<file path="src/rtl/dff_pipe_param.sv">
// -----------------------------------------------------------------------------
// dff_pipe_param
//
// Elastic register pipeline: DEPTH stages of WIDTH-bit registers. Each stage
// has its own valid bit. Both ends use a valid/ready handshake. Empty stages
// always accept, so bubbles collapse and stalled data packs toward the output.
// A synchronous flush clears every stage, and an occupancy count is kept in a
// register next to the valid bits.
//
// Parameters
//   WIDTH  data width in bits (>= 1)
//   DEPTH  number of register stages (>= 1)
//   RESET  value loaded into every data stage on reset or flush
//
// Ports
//   clk        in   1                  rising-edge clock
//   rst        in   1                  asynchronous reset, active-high
//   flush      in   1                  synchronous clear of all stages
//   in_valid   in   1                  upstream data valid
//   in_ready   out  1                  stage 0 can accept this cycle
//   in_data    in   WIDTH              upstream data
//   out_valid  out  1                  last stage holds valid data
//   out_ready  in   1                  downstream accepts this cycle
//   out_data   out  WIDTH              last stage data
//   count      out  $clog2(DEPTH+1)    number of valid stages
// -----------------------------------------------------------------------------
module dff_pipe_param #(
    parameter int               WIDTH = 8,
    parameter int               DEPTH = 3,
    parameter logic [WIDTH-1:0] RESET = '0
) (
    input  logic                       clk,
    input  logic                       rst,
    input  logic                       flush,
    input  logic                       in_valid,
    output logic                       in_ready,
    input  logic [WIDTH-1:0]           in_data,
    output logic                       out_valid,
    input  logic                       out_ready,
    output logic [WIDTH-1:0]           out_data,
    output logic [$clog2(DEPTH+1)-1:0] count
);

    localparam int CW = $clog2(DEPTH + 1);

    logic [WIDTH-1:0] data_q   [DEPTH];
    logic [WIDTH-1:0] data_d   [DEPTH];
    logic [WIDTH-1:0] src_data [DEPTH];
    logic [DEPTH-1:0] vld_q;
    logic [DEPTH-1:0] vld_d;
    logic [DEPTH-1:0] src_vld;
    logic [DEPTH-1:0] rdy;
    logic [CW-1:0]    count_q;
    logic [CW-1:0]    count_d;

    // Source of each stage: stage 0 is fed from the input port and every
    // other stage from the stage before it.
    for (genvar gi = 0; gi < DEPTH; gi++) begin : g_src
        if (gi == 0) begin : g_first
            assign src_vld[gi]  = in_valid;
            assign src_data[gi] = in_data;
        end else begin : g_rest
            assign src_vld[gi]  = vld_q[gi-1];
            assign src_data[gi] = data_q[gi-1];
        end
    end

    // The ready chain runs from the output back toward the input. A stage can
    // load when it is empty, or when its own content moves on at this edge.
    // in_valid does not feed this chain, so in_valid has no combinational
    // path to the out_* ports.
    always_comb begin
        rdy = '0;
        rdy[DEPTH-1] = !vld_q[DEPTH-1] | out_ready;
        for (int i = DEPTH - 2; i >= 0; i--) begin
            rdy[i] = !vld_q[i] | rdy[i+1];
        end
    end

    always_comb begin
        for (int i = 0; i < DEPTH; i++) begin
            data_d[i] = data_q[i];
            vld_d[i]  = vld_q[i];
            if (flush) begin
                // Flush wins over any transfer. An item offered this cycle
                // is dropped.
                data_d[i] = RESET;
                vld_d[i]  = 1'b0;
            end else if (rdy[i]) begin
                vld_d[i] = src_vld[i];
                // A bubble moving in leaves the old data in place.
                if (src_vld[i]) begin
                    data_d[i] = src_data[i];
                end
            end
        end
        count_d = '0;
        for (int i = 0; i < DEPTH; i++) begin
            count_d = count_d + CW'(vld_d[i]);
        end
    end

    always_ff @(posedge clk or posedge rst) begin
        if (rst) begin
            for (int i = 0; i < DEPTH; i++) begin
                data_q[i] <= RESET;
            end
            vld_q   <= '0;
            count_q <= '0;
        end else begin
            for (int i = 0; i < DEPTH; i++) begin
                data_q[i] <= data_d[i];
            end
            vld_q   <= vld_d;
            count_q <= count_d;
        end
    end

    assign in_ready  = rdy[0];
    assign out_valid = vld_q[DEPTH-1];
    assign out_data  = data_q[DEPTH-1];
    assign count     = count_q;

endmodule

</file>
<file path="config.mk">
export PLATFORM = sky130hd
export DESIGN_NAME = dff_pipe_param
export DESIGN_NICKNAME = d
export VERILOG_FILES = /design/src/rtl/dff_pipe_param.sv
export SDC_FILE = /design/constraint.sdc
export NUM_CORES = 1
export LEC_CHECK = 0
export BUFFER_PORTS_ARGS = -buffer_cell sky130_fd_sc_hd__buf_2
export CORE_UTILIZATION = 50
export CTS_BUF_LIST = sky130_fd_sc_hd__clkbuf_2 sky130_fd_sc_hd__clkbuf_4 sky130_fd_sc_hd__clkbuf_8
export DETAILED_ROUTE_END_ITERATION = 7
export PLACE_DENSITY = 0.76
export SETUP_SLACK_MARGIN = 0.2
export SLEW_MARGIN = 25
export SYNTH_ARGS = -nofsm -noshare
export SYNTH_HDL_FRONTEND = slang
export SYNTH_SLANG_ARGS = --single-unit
</file>
<file path="constraint.sdc">
create_clock -name clk -period 2.1 [get_ports clk]
set_input_delay 0.105 -clock clk [delete_from_list [all_inputs] [get_ports clk]]
set_output_delay 0.105 -clock clk [all_outputs]
set_load 0.05 [all_outputs]
</file>
==> flow_summary.toml <==
[timing]
drv_slew = 0
fin_worst_skew_ns = 0.00613
hold_violations = 0
tightest_slew_ns = 0.577
finalSetupViolations = 0
rsz0062_at_grt = "false"
holdWs_ns = 0.0460
clock.fmax_ghz = 0.612
max_slew_margin_pct = 61.3
finalCriticalPeriod_ns = 1.64
fin_crit_sh_pct = 77.9
finalSetupTns_ns = 0

[floorplan]
die_h_um = 54.1
core_area_um2 = 2520
fp-row-count = 18
die_w_um = 54.1
die_area_um2 = 2920
num_io_pins = 25
start_util_pct = 53.8

[critical_path]
rr_startpoint = "vld_q[1]"
crit_type = "reg -> reg"
start_kind = "register"
critPathBufInv = 1
crit_arrival_ns = 1.82
crit_required_ns = 2.29
crit_family = "flip-flops"
slowest_delay_ns = 0.56
r2r_slack_ns = 0.46
end_kind = "register"
r2r_cells = 3
cp_slowest_cell = "dfrtp_1"
crit_chain = "inv_1, a21oi_1, fa_1"
reg2reg_to = "count[0]"
critPathMaxFanout = 12
crit_start = "vld_q[1]"

[global_route]
antenna_found_initial = 0
grt_pass1_vias = 920
grt_max_degree = 36
grt.overflow.total = 0
grt_pass1_wl_um = 4010
track_usage_pct = 20.5

[power_and_ir_drop]
peakVddDrop_uv = 512
seqPwrFrac_pct = 57.0
switchingPower_uw = 244
p_sw_share_pct = 23.8
p_leak_nw = 0.685
combPwrFrac_pct = 9.8
pwr_density_cell_nw_per_um2 = 696
pwr-share-clk_pct = 33.2
p_int_uw = 783

[layout]
drive_gt1_share_pct = 25.0
final_cells = 170
areaGrowthSynthToFinish_pct = 8.76
antennaDiodeCount = 0
layout.nets = 154

[route]
ant_nets = 0
first_iter_violations = 13
wl_um = 2380
wl_per_cell_um = 14.0
route.detailed.drc = 0
via_count = 907
first_pass_iters = 4
vias_per_cell = 5.34

[cts]
clock-sinks = 29
root_buffer = "clkbuf_4"
cts_buffers = 5
cts_tree = "built"
clkTransAtPathRegs_ns = 0.08
h-tree-depth = 2
cts.path.max_buffers = 2
cts_resized = 0
clkLatencyLatePin_ns = 0.31

[status]
status = "completed"

[yosys]
ys_warn_count = 0
synth.area.top_cells = "dfrtp_1, nand2b_1, mux2i_1"
synth_ff_type = "dfrtp_1"
synth_commonest_cells = "dfrtp_1, nand2b_1, a21oi_1"
synth_edf_count = 0
synth_cell_types = 20
syn_inst = 124
yosys.area.top_type = "dfrtp_1"
synth-seq-area-share_pct = 53.5
synthArstFlopShare_pct = 100
netlist.area_leader.share_pct = 53.5
netlist_area_um2 = 1360
ys_ff_latch = 29
yosysMostFrequentCell = "dfrtp_1"
syn_avg_cell_area_um2 = 10.9
synth_nets = 138

[placement]
portBuffers = 24
dp.cells = 162
gp_congestion = 0.783
dp_hpwl_um = 1710

[run]
maxCapViolations = 0

[min_path]
worstHoldEndpoint = "data_q[18]"
worstHoldStart = "in_data[2]"
hold_depth = 3
min_path_type = "in -> reg"
[layout by cell type (no fill, tap or decap), types with 6 or more instances in the layout]
cell type,n
dfrtp_1,29
a21oi_1,11
o21ai_1,8
nand3_1,8
nand4b_1,9
clkbuf_4,6
buf_2,24
nand2b_1,16
o21ai_0,8
mux2i_1,8
[state kept, by name (all words and copies together) (netlist names)]
register and flops:
count 2, data_q 16, out_data 8, vld_q 3
[kinds of logic (layout without fill, tap and decap cells)]
kind of cell,after synthesis,count (layout),synth area share [%]
mux,8,8,5.90
simple gates,37,37,18.5
buf+inv,21,37,9.87
compound gates,28,28,10.8
flops,29,29,53.5
fa+ha+maj,1,1,1.48
[worst max path at each step]
stage               end  cells after the start
2_1_floorplan  count[0]                      4
3_3_place_gp   count[0]                      3
3_5_place_dp   count[0]                      3
4_1_cts        count[0]                      3
5_1_grt        count[0]                      3
6_report       count[0]                      3
[metal layers]
metal / up-vias / track usage (%) / share of wire, %
li1: 449 / - / -
met1: 427 / 25.2 / 44
met2: 29 / 29.8 / 49
met3: 2 / 8.76 / 5.7
met4: 0 / 11.5 / 0.72
met5: - / 0 / 0
[final cells by class]
cell class	instances	area, µm²
Multi-Input combinational cell	74	497
Tap cell	30	37.5
Fill cell	225	1050
Clock buffer	7	58.8
Timing Repair Buffer	27	145
Sequential cell	29	726
Inverter	3	11.3
[through the flow]
step	power, mW	cell area [µm²]	worst slack (ns)	utilization, %
after global routing	1.08	1480	0.354	58.5
after floorplan	0.672	1360	0.227	-
final	1.03	1480	0.465	58.5
after detailed placement	0.697	1410	0.489	55.8
after global placement	0.692	1410	0.605	55.8
after CTS	1.04	1480	0.468	58.5
[what timing repair did]
item                      in CTS  in global routing
hold buffers                   1                  0
buffers inserted               0                  0
hold endpoints to repair       6                  0
[power by group through the flow]
stage,logic [mW],clock network [mW],registers [mW]
after floorplan,0.0648,0,0.607
after global placement,0.0965,0,0.596
after detailed placement,0.101,0,0.597
after CTS,0.102,0.356,0.585
after global routing,0.112,0.383,0.588
final,0.100,0.341,0.585
[worst min-delay path, cell delays in order]
cell and delay (ns):
buf_2 0.10, nand4b_1 0.07, o21ai_1 0.06
No activity file was read; power rests on OpenSTA's default activity.
